**config.mk**
```make
export PLATFORM = sky130hd
export DESIGN_NAME = ps2_mouse_rx
export DESIGN_NICKNAME = d
export VERILOG_FILES = /design/src/rtl/ps2_mouse_pkg.sv /design/src/rtl/ps2_rx_byte.sv /design/src/rtl/ps2_mouse_rx.sv
export SDC_FILE = /design/constraint.sdc
export NUM_CORES = 1
export LEC_CHECK = 0
export CELL_PAD_IN_SITES_DETAIL_PLACEMENT = 0
export CELL_PAD_IN_SITES_GLOBAL_PLACEMENT = 2
export CORE_MARGIN = 4
export CORE_UTILIZATION = 42
export DETAILED_ROUTE_END_ITERATION = 10
export PLACE_DENSITY = 0.89
export RECOVER_POWER = 50
export SYNTH_ARGS = -nofsm -noshare
export SYNTH_HDL_FRONTEND = slang
export SYNTH_SLANG_ARGS = --single-unit
```
**constraint.sdc**
```tcl
create_clock -name clk -period 3.75 [get_ports clk]
set_input_delay 0.9375 -clock clk [delete_from_list [all_inputs] [get_ports clk]]
set_output_delay 0.9375 -clock clk [all_outputs]
set_load 0.02 [all_outputs]
```
**src/rtl/ps2_mouse_pkg.sv**
```systemverilog
`default_nettype none
// ============================================================================
// Module   : ps2_mouse_pkg
// Brief    : Shared state encodings and PS/2 frame/header constants.
// Revision : 1.0
// ============================================================================
package ps2_mouse_pkg;

    typedef enum logic [1:0] {
        BYTE_IDLE   = 2'd0,
        BYTE_DATA   = 2'd1,
        BYTE_PARITY = 2'd2,
        BYTE_STOP   = 2'd3
    } byte_state_t;

    typedef enum logic [1:0] {
        PKT_B0 = 2'd0,
        PKT_B1 = 2'd1,
        PKT_B2 = 2'd2
    } pkt_state_t;

    localparam int HDR_SYNC   = 3;
    localparam int HDR_XS     = 4;
    localparam int HDR_YS     = 5;
    localparam int HDR_XO     = 6;
    localparam int HDR_YO     = 7;
    localparam int FRAME_BITS = 11;

    // PS/2 uses odd parity across the eight data bits plus the parity bit.
    function automatic logic odd_parity_ok(input logic [7:0] data, input logic par);
        return ^{data, par};
    endfunction

endpackage : ps2_mouse_pkg
`default_nettype wire

```
**src/rtl/ps2_rx_byte.sv**
```systemverilog
`default_nettype none
// ============================================================================
// Module   : ps2_rx_byte
// Brief    : Pad synchroniser, PS/2 clock glitch filter, 11-bit byte deframer
//            and idle timeout.
// Revision : 1.0
// ============================================================================
module ps2_rx_byte
    import ps2_mouse_pkg::*;
#(
    parameter int FILTER_LEN     = 8,
    parameter int TIMEOUT_CYCLES = 50_000
) (
    input  logic       clk,
    input  logic       reset,
    input  logic       ps2c,
    input  logic       ps2d,
    input  logic       pkt_active,
    output logic       byte_rdy,
    output logic [7:0] rx_byte,
    output logic       frame_err,
    output logic       busy
);

    localparam int               c_fw        = $clog2(FILTER_LEN + 1);
    localparam logic [c_fw-1:0]  c_filt_last = c_fw'(FILTER_LEN - 1);
    localparam int               c_tw        = $clog2(TIMEOUT_CYCLES + 1);
    localparam logic [c_tw-1:0]  c_to_last   = c_tw'(TIMEOUT_CYCLES - 1);
    localparam int               c_data_bits = FRAME_BITS - 3;
    localparam logic [2:0]       c_last_bit  = 3'(c_data_bits - 1);

    logic            r_c_meta, r_c_sync, r_d_meta, r_d_sync;
    logic            r_filt_clk;
    logic [c_fw-1:0] r_filt_cnt;
    logic            r_fall_tick;

    byte_state_t     r_state;
    logic [2:0]      r_bit_cnt;
    logic [7:0]      r_shift;
    logic            r_par_ok;
    logic            r_byte_rdy;
    logic [7:0]      r_byte;
    logic            r_frame_err;
    logic [c_tw-1:0] r_to_cnt;

    logic            w_active;
    logic            w_timeout;

    // Lines idle high, so the synchronisers come out of reset at 1.
    always_ff @(posedge clk or negedge reset) begin
        if (!reset) begin
            r_c_meta <= 1'b1;
            r_c_sync <= 1'b1;
            r_d_meta <= 1'b1;
            r_d_sync <= 1'b1;
        end else begin
            r_c_meta <= ps2c;
            r_c_sync <= r_c_meta;
            r_d_meta <= ps2d;
            r_d_sync <= r_d_meta;
        end
    end

    always_ff @(posedge clk or negedge reset) begin
        if (!reset) begin
            r_filt_clk  <= 1'b1;
            r_filt_cnt  <= '0;
            r_fall_tick <= 1'b0;
        end else begin
            r_fall_tick <= 1'b0;
            if (r_c_sync != r_filt_clk) begin
                if (r_filt_cnt == c_filt_last) begin
                    r_filt_clk  <= r_c_sync;
                    r_filt_cnt  <= '0;
                    r_fall_tick <= ~r_c_sync;
                end else begin
                    r_filt_cnt <= r_filt_cnt + 1'b1;
                end
            end else begin
                r_filt_cnt <= '0;
            end
        end
    end

    assign w_active  = (r_state != BYTE_IDLE) || pkt_active;
    assign w_timeout = w_active && (r_to_cnt == c_to_last);

    always_ff @(posedge clk or negedge reset) begin
        if (!reset) begin
            r_state     <= BYTE_IDLE;
            r_bit_cnt   <= '0;
            r_shift     <= '0;
            r_par_ok    <= 1'b0;
            r_byte_rdy  <= 1'b0;
            r_byte      <= '0;
            r_frame_err <= 1'b0;
            r_to_cnt    <= '0;
        end else begin
            r_byte_rdy  <= 1'b0;
            r_frame_err <= 1'b0;

            if (!w_active || w_timeout || r_fall_tick) begin
                r_to_cnt <= '0;
            end else begin
                r_to_cnt <= r_to_cnt + 1'b1;
            end

            // An expired timeout wins over a clock edge landing in the same cycle.
            if (w_timeout) begin
                r_state     <= BYTE_IDLE;
                r_frame_err <= 1'b1;
            end else if (r_fall_tick) begin
                case (r_state)
                    BYTE_IDLE: begin
                        if (!r_d_sync) begin
                            r_state   <= BYTE_DATA;
                            r_bit_cnt <= '0;
                        end
                    end
                    BYTE_DATA: begin
                        r_shift   <= {r_d_sync, r_shift[7:1]};
                        r_bit_cnt <= r_bit_cnt + 1'b1;
                        if (r_bit_cnt == c_last_bit) begin
                            r_state <= BYTE_PARITY;
                        end
                    end
                    BYTE_PARITY: begin
                        r_par_ok <= odd_parity_ok(r_shift, r_d_sync);
                        r_state  <= BYTE_STOP;
                    end
                    BYTE_STOP: begin
                        if (r_d_sync && r_par_ok) begin
                            r_byte_rdy <= 1'b1;
                            r_byte     <= r_shift;
                        end else begin
                            r_frame_err <= 1'b1;
                        end
                        r_state <= BYTE_IDLE;
                    end
                    default: r_state <= BYTE_IDLE;
                endcase
            end
        end
    end

    assign byte_rdy  = r_byte_rdy;
    assign rx_byte   = r_byte;
    assign frame_err = r_frame_err;
    assign busy      = (r_state != BYTE_IDLE);

endmodule : ps2_rx_byte
`default_nettype wire

```
**src/rtl/ps2_mouse_rx.sv**
```systemverilog
`default_nettype none
// ============================================================================
// Module   : ps2_mouse_rx
// Brief    : PS/2 mouse receiver: 3-byte packet assembly, delta/button decode
//            and clamped horizontal position integrator.
// Revision : 1.0
// ============================================================================
module ps2_mouse_rx
    import ps2_mouse_pkg::*;
#(
    parameter int CLK_HZ         = 50_000_000,
    parameter int FILTER_LEN     = 8,
    parameter int TIMEOUT_CYCLES = 50_000,
    parameter int X_MIN          = 0,
    parameter int X_MAX          = 600,
    parameter int X_INIT         = 320
) (
    input  logic       clk,
    input  logic       reset,
    input  logic       ps2c,
    input  logic       ps2d,
    output logic       pkt_valid,
    output logic [8:0] dx,
    output logic [8:0] dy,
    output logic [2:0] btn,
    output logic [9:0] pos_x,
    output logic       frame_err
);

    localparam logic signed [10:0] c_x_min  = 11'(X_MIN);
    localparam logic signed [10:0] c_x_max  = 11'(X_MAX);
    localparam logic        [9:0]  c_x_init = 10'(X_INIT);

    if (CLK_HZ <= 0 || X_MIN < 0 || X_MAX > 1023 || X_MIN > X_MAX ||
        FILTER_LEN < 1 || TIMEOUT_CYCLES < 2) begin : g_bad_params
        $error("ps2_mouse_rx: invalid parameter set");
    end

    logic        w_byte_rdy;
    logic [7:0]  w_byte;
    logic        w_frame_err;
    logic        w_busy;

    pkt_state_t  r_pkt_state;
    logic        r_hdr_xs, r_hdr_ys, r_hdr_xo, r_hdr_yo;
    logic [2:0]  r_hdr_btn;
    logic [7:0]  r_xb;
    logic        r_pkt_valid;
    logic [8:0]  r_dx, r_dy;
    logic [2:0]  r_btn;
    logic [9:0]  r_pos_x;

    logic [8:0]         w_dx_new, w_dy_new;
    logic signed [10:0] w_sum;
    logic [9:0]         w_pos_next;

    ps2_rx_byte #(
        .FILTER_LEN     (FILTER_LEN),
        .TIMEOUT_CYCLES (TIMEOUT_CYCLES)
    ) u_rx_byte (
        .clk        (clk),
        .reset      (reset),
        .ps2c       (ps2c),
        .ps2d       (ps2d),
        .pkt_active (r_pkt_state != PKT_B0),
        .byte_rdy   (w_byte_rdy),
        .rx_byte    (w_byte),
        .frame_err  (w_frame_err),
        .busy       (w_busy)
    );

    // In B2 the incoming byte is the Y byte, so decode uses it directly.
    assign w_dx_new = r_hdr_xo ? 9'd0 : {r_hdr_xs, r_xb};
    assign w_dy_new = r_hdr_yo ? 9'd0 : {r_hdr_ys, w_byte};
    assign w_sum    = $signed({1'b0, r_pos_x}) + $signed({{2{w_dx_new[8]}}, w_dx_new});

    always_comb begin
        w_pos_next = w_sum[9:0];
        if (w_sum < c_x_min) begin
            w_pos_next = c_x_min[9:0];
        end else if (w_sum > c_x_max) begin
            w_pos_next = c_x_max[9:0];
        end
    end

    always_ff @(posedge clk or negedge reset) begin
        if (!reset) begin
            r_pkt_state <= PKT_B0;
            r_hdr_xs    <= 1'b0;
            r_hdr_ys    <= 1'b0;
            r_hdr_xo    <= 1'b0;
            r_hdr_yo    <= 1'b0;
            r_hdr_btn   <= '0;
            r_xb        <= '0;
            r_pkt_valid <= 1'b0;
            r_dx        <= '0;
            r_dy        <= '0;
            r_btn       <= '0;
            r_pos_x     <= c_x_init;
        end else begin
            r_pkt_valid <= 1'b0;
            if (w_frame_err) begin
                r_pkt_state <= PKT_B0;
            end else if (w_byte_rdy) begin
                case (r_pkt_state)
                    PKT_B0: begin
                        // Bit 3 is always set in a header; anything else is a resync drop.
                        if (w_byte[HDR_SYNC]) begin
                            r_hdr_xs    <= w_byte[HDR_XS];
                            r_hdr_ys    <= w_byte[HDR_YS];
                            r_hdr_xo    <= w_byte[HDR_XO];
                            r_hdr_yo    <= w_byte[HDR_YO];
                            r_hdr_btn   <= w_byte[2:0];
                            r_pkt_state <= PKT_B1;
                        end
                    end
                    PKT_B1: begin
                        r_xb        <= w_byte;
                        r_pkt_state <= PKT_B2;
                    end
                    PKT_B2: begin
                        r_pkt_valid <= 1'b1;
                        r_dx        <= w_dx_new;
                        r_dy        <= w_dy_new;
                        r_btn       <= r_hdr_btn;
                        r_pos_x     <= w_pos_next;
                        r_pkt_state <= PKT_B0;
                    end
                    default: r_pkt_state <= PKT_B0;
                endcase
            end
        end
    end

    assign pkt_valid = r_pkt_valid;
    assign dx        = r_dx;
    assign dy        = r_dy;
    assign btn       = r_btn;
    assign pos_x     = r_pos_x;
    assign frame_err = w_frame_err;

endmodule : ps2_mouse_rx
`default_nettype wire
```
==> results of run 1 <==
-- sequential cells by signal (all words and copies together) (netlist names), 2 cells and up --
name,count
u_rx_byte.r_to_cnt,16
dx,9
u_rx_byte.r_bit_cnt,3
u_rx_byte.r_state,2
dy,9
r_xb,8
btn,3
u_rx_byte.rx_byte,8
pos_x,10
u_rx_byte.r_filt_cnt,4
u_rx_byte.r_shift,8
r_hdr_btn,3
r_pkt_state,2
-- kinds of logic after synthesis --
| logic type | count (synthesis) | synth area share [%] |
|---|---|---|
| AND/OR/NAND/NOR | 193 | 19.4 |
| adder cells (fa/ha/maj) | 20 | 5.25 |
| buffers and inverters | 24 | 2.17 |
| XOR/XNOR | 30 | 5.50 |
| AO/OA/AOI/OAI | 57 | 8.82 |
| multiplexers | 36 | 8.21 |
| flip-flops | 99 | 50.6 |
-- power by group --
part | switching [uW] | leakage (uW) | internal, uW
clock | 419 | 0.000151 | 544
sequential | 14.9 | 0.00136 | 1090
combinational | 39.3 | 0.00112 | 25.5
-- area by class of cell --
cell class / instances / area, sq um / area share [%]
clock buffer: 10 / 239 / 4.20
clock inverter: 6 / 71.3 / 1.25
inverter: 12 / 45.0 / 0.791
multi-input combinational: 336 / 2310 / 40.5
sequential: 99 / 2490 / 43.6
tap: 143 / 179 / 3.14
timing repair buffer: 38 / 370 / 6.50
-- routing by layer --
| layer | vias up | wire, um |
|---|---|---|
| met2 | 52 | 4470 |
| met1 | 1587 | 4720 |
| met4 | 0 | 188 |
| met3 | 12 | 387 |
| li1 | 1663 | - |
| met5 | - | 0 |
-- final timing paths --
check	start	endpoint	slack, ns	depth (start not counted)
worst max-delay path	r_hdr_xo$_DFFE_PN0P_	pos_x[2]$_DFFE_PN0P_	0.84	10
worst min-delay path	u_rx_byte.r_c_meta$_DFF_PN1_	u_rx_byte.r_c_sync$_DFF_PN1_	0.36	0
worst max register to register	r_hdr_xo$_DFFE_PN0P_	pos_x[2]$_DFFE_PN0P_	0.84	10
worst min register to register	u_rx_byte.r_c_meta$_DFF_PN1_	u_rx_byte.r_c_sync$_DFF_PN1_	0.36	0
max in group asynchronous	reset	r_hdr_xo$_DFFE_PN0P_	1.48	2
min in group asynchronous	reset	pos_x[7]$_DFFE_PN0P_	0.62	1
-- cell usage after synthesis (all sizes together), types with 9 or more instances --
cell type and number:
nand3b 12, xnor2 18, dfrtp 92, nand2 81, xor2 12, ha 19
inv 12, nor2b 13, nor2 34, mux2 34, clkbuf 9, nand3 16
o21ai 16, a21oi 13
-- placed cells by master (no fill, tap or decap), types with 2 or more instances in the layout --
cell type / instances
dfrtp_1: 92
nand2_1: 81
nor2_1: 34
mux2_2: 34
clkdlybuf4s50_1: 33
ha_1: 19
xnor2_1: 18
nand3_1: 16
o21ai_0: 15
nor2b_1: 13
inv_1: 12
a21oi_1: 12
nand3b_1: 12
xor2_1: 11
clkbuf_16: 9
nand4_1: 7
nand2b_1: 6
dfstp_2: 6
o211ai_1: 5
nor3_1: 4
a211oi_1: 4
and3_1: 3
nor4_1: 2
or2_2: 2
nor3b_1: 2
a211o_1: 2
a211oi_2: 2
a32oi_1: 2
mux2i_1: 2
inv_6: 2
dlygate4sd3_1: 2
buf_4: 2
-- metrics by stage --
stage          area, sq um  util, %
3_5_place_dp          5410     47.4
5_1_grt               5700     49.9
3_3_place_gp          5410     47.4
4_1_cts               5720     50.1
6_report              5700     49.9
2_1_floorplan         4910        -
==> metrics.txt, run 1 <==
first-pass GRT wire length 16.8 mm; wire length per cell 15.2 um; post-synthesis async set-or-reset flop share 100%; TritonCTS clock tree yes; Post-Route Setup TNS 0 ns; CP Buf/Inv Count 1; total CTS buffers 9; share of the synthesized area in the top cell type 46.9%; Ys Warns 0; Distinct cells, synth 59; layout cells sized above 1 15.2%; postcts setup bufs 0; critical path data arrival time 3.16 ns; Die Y-Extent 116 um; Post-synth top flop dfrtp_1; drt drc 0; # clock sinks 99; CTS hold repair buffers 0; DIE AREA 13500 sq um; Placeable Area 11400 sq um; fillers 1065; final hold viol count 0; post-route minimum period 2.91 ns; largest net degree at the start of global routing 52; count of final max-slew check failures 0; worst hold path class flop to flop; synthesized flop and latch total 99; layout net count 520; top cells by area, synth dfrtp_1, mux2_2, nand2_1; port bufs 36; leak pwr 0.00263 uW; Slew @ Worst Pin 1.24 ns; Max VDD drop 0.000221 V; Post-DP HPWL 6.99 mm; Clock Skew 0.00813 ns; met1 GRT Util 22.3%; via count 3314; max incr delay on CP 0.48 ns; grt peak-use layer met2; aggregate global routing overflow 0; Synth Instances 459; final worst slack 0.844 ns; max-cap violations 0; status finished, final reports clean; Seq/Total Area, Yosys 50.6%; Layout area overhead 16.0%; kind of cell adding the most delay to the critical path simple AND/OR/NAND/NOR gates; mapped cell area 4910 sq um; CP endpoint kind flop; Initial Util 43.0%; vias in the first global route 3285; Max transition margin 17.5%; CP max stage cell dfrtp_1; RePlAce Congestion 0.813; Antenna Cells 0; htree depth 3; Post-Place Cells 628; EDFF count, synth 0; critical path type flop to flop; die width 116 um; Worst Path Required 4.01 ns; Global Route met3 Usage 3.52%; Pwr Total 2130 uW; Tcrit/Tclk final 77.5%; Pwr Density 375 nW/um^2; cts repair resizes 0; CTS Root Cell clkbuf_16; crit-path cells nor2b_1 > ha_1 > inv_1 > fa_1 > nand2b_2 > a211oi_2 > o21ai_1 > nor4_2 > o21ai_0 > o211ai_1; worst hold slack 0.356 ns; Clock Latency Late Sink 0.35 ns; Pre-antenna DRT Iters 4; Ports 37; initial antenna violation count 0; Detail Route Antenna Nets 0; final setup violation count 0; drt first-iter violations 201; startpoint types flop; Rows 39; Synth Net Count 483; cell taking the most area after synthesis dfrtp_1; GR Util met2 23.9%; CTS clk-pin slew, worst paths 0.07 ns; post-place setup slack 0.887 ns; unrepaired setup endpoints after global routing no; Total Routing Usage GR 15.8%; CP max FO 10; Finished Layout Cells 644; WL final 9.77 mm; CTS max path bufs 2; maximum clock frequency 0.344 GHz; routed vias/inst 5.15; Avg Synthesized Cell Area 10.7 sq um
(Power assumes the default switching activity.)
==> inputs of run 2 (changes only) <==
- CORE_UTILIZATION: 42 -> 35
- PLACE_DENSITY: 0.89 -> 0.8
- clock period: 3.75 -> 2.59 ns (I/O delays scaled with it)
==> run 2 against run 1 <==
  * The flow now finishes with violations (capacitance limit, slew limit)
  * First-iteration DRC count is 4.5% lower
  * Highest routed layer unchanged
  * Combinational power is 49% higher
  * Final cell count is 9.9% higher
  * Clock skew is 0.0039 ns higher
  * Register-to-register slack worse by 0.80 ns
  * Wire length is 5.6% higher
  * Critical path depth stayed put
  * Sequential power is 44% higher
==> metrics.txt, run 2 (synthesized netlist as in run 1, its figures left out) <==
Final Util 44.0%; Post-Route Setup TNS 0 ns; port bufs 36; CP Buf/Inv Count 1; Layout area overhead 23.8%; unrepaired setup endpoints after global routing yes; Biggest register u_rx_byte.r_to_cnt; startpoint types flop; vias in the first global route 3582; Total Routing Usage GR 13.8%; CP max FO 4; Worst Path Required 2.86 ns; Placeable Area 13800 sq um; Slew @ Worst Pin 2.01 ns; CTS max path bufs 2; layout cells sized above 1 22.7%; initial antenna violation count 0; Clock Latency Late Sink 0.36 ns; count of final max-slew check failures 39; max reg flops 16; Initial Util 35.5%; Ports 37; status finished with violations; final setup violation count 0; largest net degree at the start of global routing 46; final instance area 6080 sq um; drt drc 0; leak pwr 0.00278 uW; wire length per cell 14.6 um; Finished Layout Cells 708; Die Y-Extent 126 um; worst hold path class flop to flop; # clock sinks 99; Rows 43; die width 126 um; htree depth 3; failing checks capacitance limit, slew limit; Pwr Density 508 nW/um^2; first-pass GRT wire length 17.9 mm; commonest cells after routing, fill and taps aside dfrtp_1, nand2_1, mux2_2; commonest non-fill, non-tap cell in the layout dfrtp_1; TritonCTS clock tree yes; Post-Place Cells 690; layout net count 547; CTS clk-pin slew, worst paths 0.07 ns; Tcrit/Tclk final 98.3%; max incr delay on CP 0.40 ns; fillers 1290; kind of cell adding the most delay to the critical path compound AO/OA/AOI/OAI gates; CP endpoint kind flop; drt first-iter violations 192; critical path type flop to flop; total CTS buffers 9; Pre-antenna DRT Iters 4; aggregate global routing overflow 0; CTS Root Cell clkbuf_16; worst hold slack 0.358 ns; area of the multi-input gates 2440 sq um; max-cap violations 1; CTS hold repair buffers 0; maximum clock frequency 0.393 GHz; Clock Skew 0.0121 ns; post-route minimum period 2.55 ns; CP max stage cell dfrtp_1; FF+latch area 2490 sq um; WL final 10.3 mm; Post-DP Area 5650 sq um; Antenna Cells 0; routed vias/inst 4.89; Post-DP HPWL 7.43 mm; crit-path cells nor2b_2 > ha_2 > inv_2 > fa_2 > nand2b_4 > a211o_4 > a211oi_4 > nor4_4 > or3_1 > o221ai_2; Max transition margin -33.7%; DIE AREA 16000 sq um; Max VDD drop 0.000300 V; critical path data arrival time 2.82 ns; Detail Route Antenna Nets 0; final hold viol count 0; via count 3465; RePlAce Congestion 0.769
run 2: cell types whose count changed in the layout (fill, tap and decap cells not counted), sizes merged:
cell and change:
buf +27, clkinv +2, clkbuf -1, clkinvlp -1
run 2: area by class of cell:
class | instances | share of cell area (%)
Sequential cell | 99 | 40.9
Multi-Input combinational cell | 336 | 40.1
Timing Repair Buffer | 65 | 9.53
Clock buffer | 9 | 3.70
Tap cell | 180 | 3.70
Clock inverter | 7 | 1.34
Inverter | 12 | 0.741
run 2: path summary, 6_finish.rpt:
kind | endpoint | cells past startpoint | slack [ns] | start
hold / removal | u_rx_byte.r_d_sync$_DFF_PN1_ | 0 | 0.36 | u_rx_byte.r_d_meta$_DFF_PN1_
max in group asynchronous | pos_x[6]$_DFFE_PN1P_ | 2 | 0.44 | reset
setup / recovery | pos_x[6]$_DFFE_PN1P_ | 10 | 0.04 | r_hdr_xo$_DFFE_PN0P_
setup reg to reg | pos_x[6]$_DFFE_PN1P_ | 10 | 0.04 | r_hdr_xo$_DFFE_PN0P_
min in group asynchronous | dy[6]$_DFFE_PN0P_ | 1 | 0.85 | reset
hold reg to reg | u_rx_byte.r_d_sync$_DFF_PN1_ | 0 | 0.36 | u_rx_byte.r_d_meta$_DFF_PN1_
run 2: worst reg2reg max path, stage by stage, from the launching register on:
cell and delay [ns]:
dfrtp_1 0.40, nor2b_2 0.15, ha_2 0.20, inv_2 0.04, fa_2 0.33, nand2b_4 0.15
a211o_4 0.35, a211oi_4 0.30, nor4_4 0.10, or3_1 0.33, o221ai_2 0.14
run 2: report_power, final:
group | internal [uW] | total [uW] | switching, uW
Clock | 765 | 1390 | 624
Sequential | 1580 | 1600 | 21.9
Combinational | 38.7 | 96.6 | 58.0
run 2: metal layers:
metal	part of all wire, %	track usage, %	wire length [um]
met4	1.6	4.73	161
met5	0	0	0
met2	48	22.4	4960
met3	3.7	3.07	379
met1	47	18.2	4810
run 2: what timing repair did:
item / CTS / global route
pin swaps: 6 / 6
setup endpoints to repair: 10 / 10
gates resized for setup: 11 / 16
setup buffers: 1 / 2
run 2: through the flow:
step	setup slack [ns]	total power (uW)
after floorplan	0.00859	1680
after global placement	-0.0495	1730
after detailed placement	-0.129	1740
after CTS	-0.00718	3140
after global routing	-0.0848	3230
final	0.0434	3090
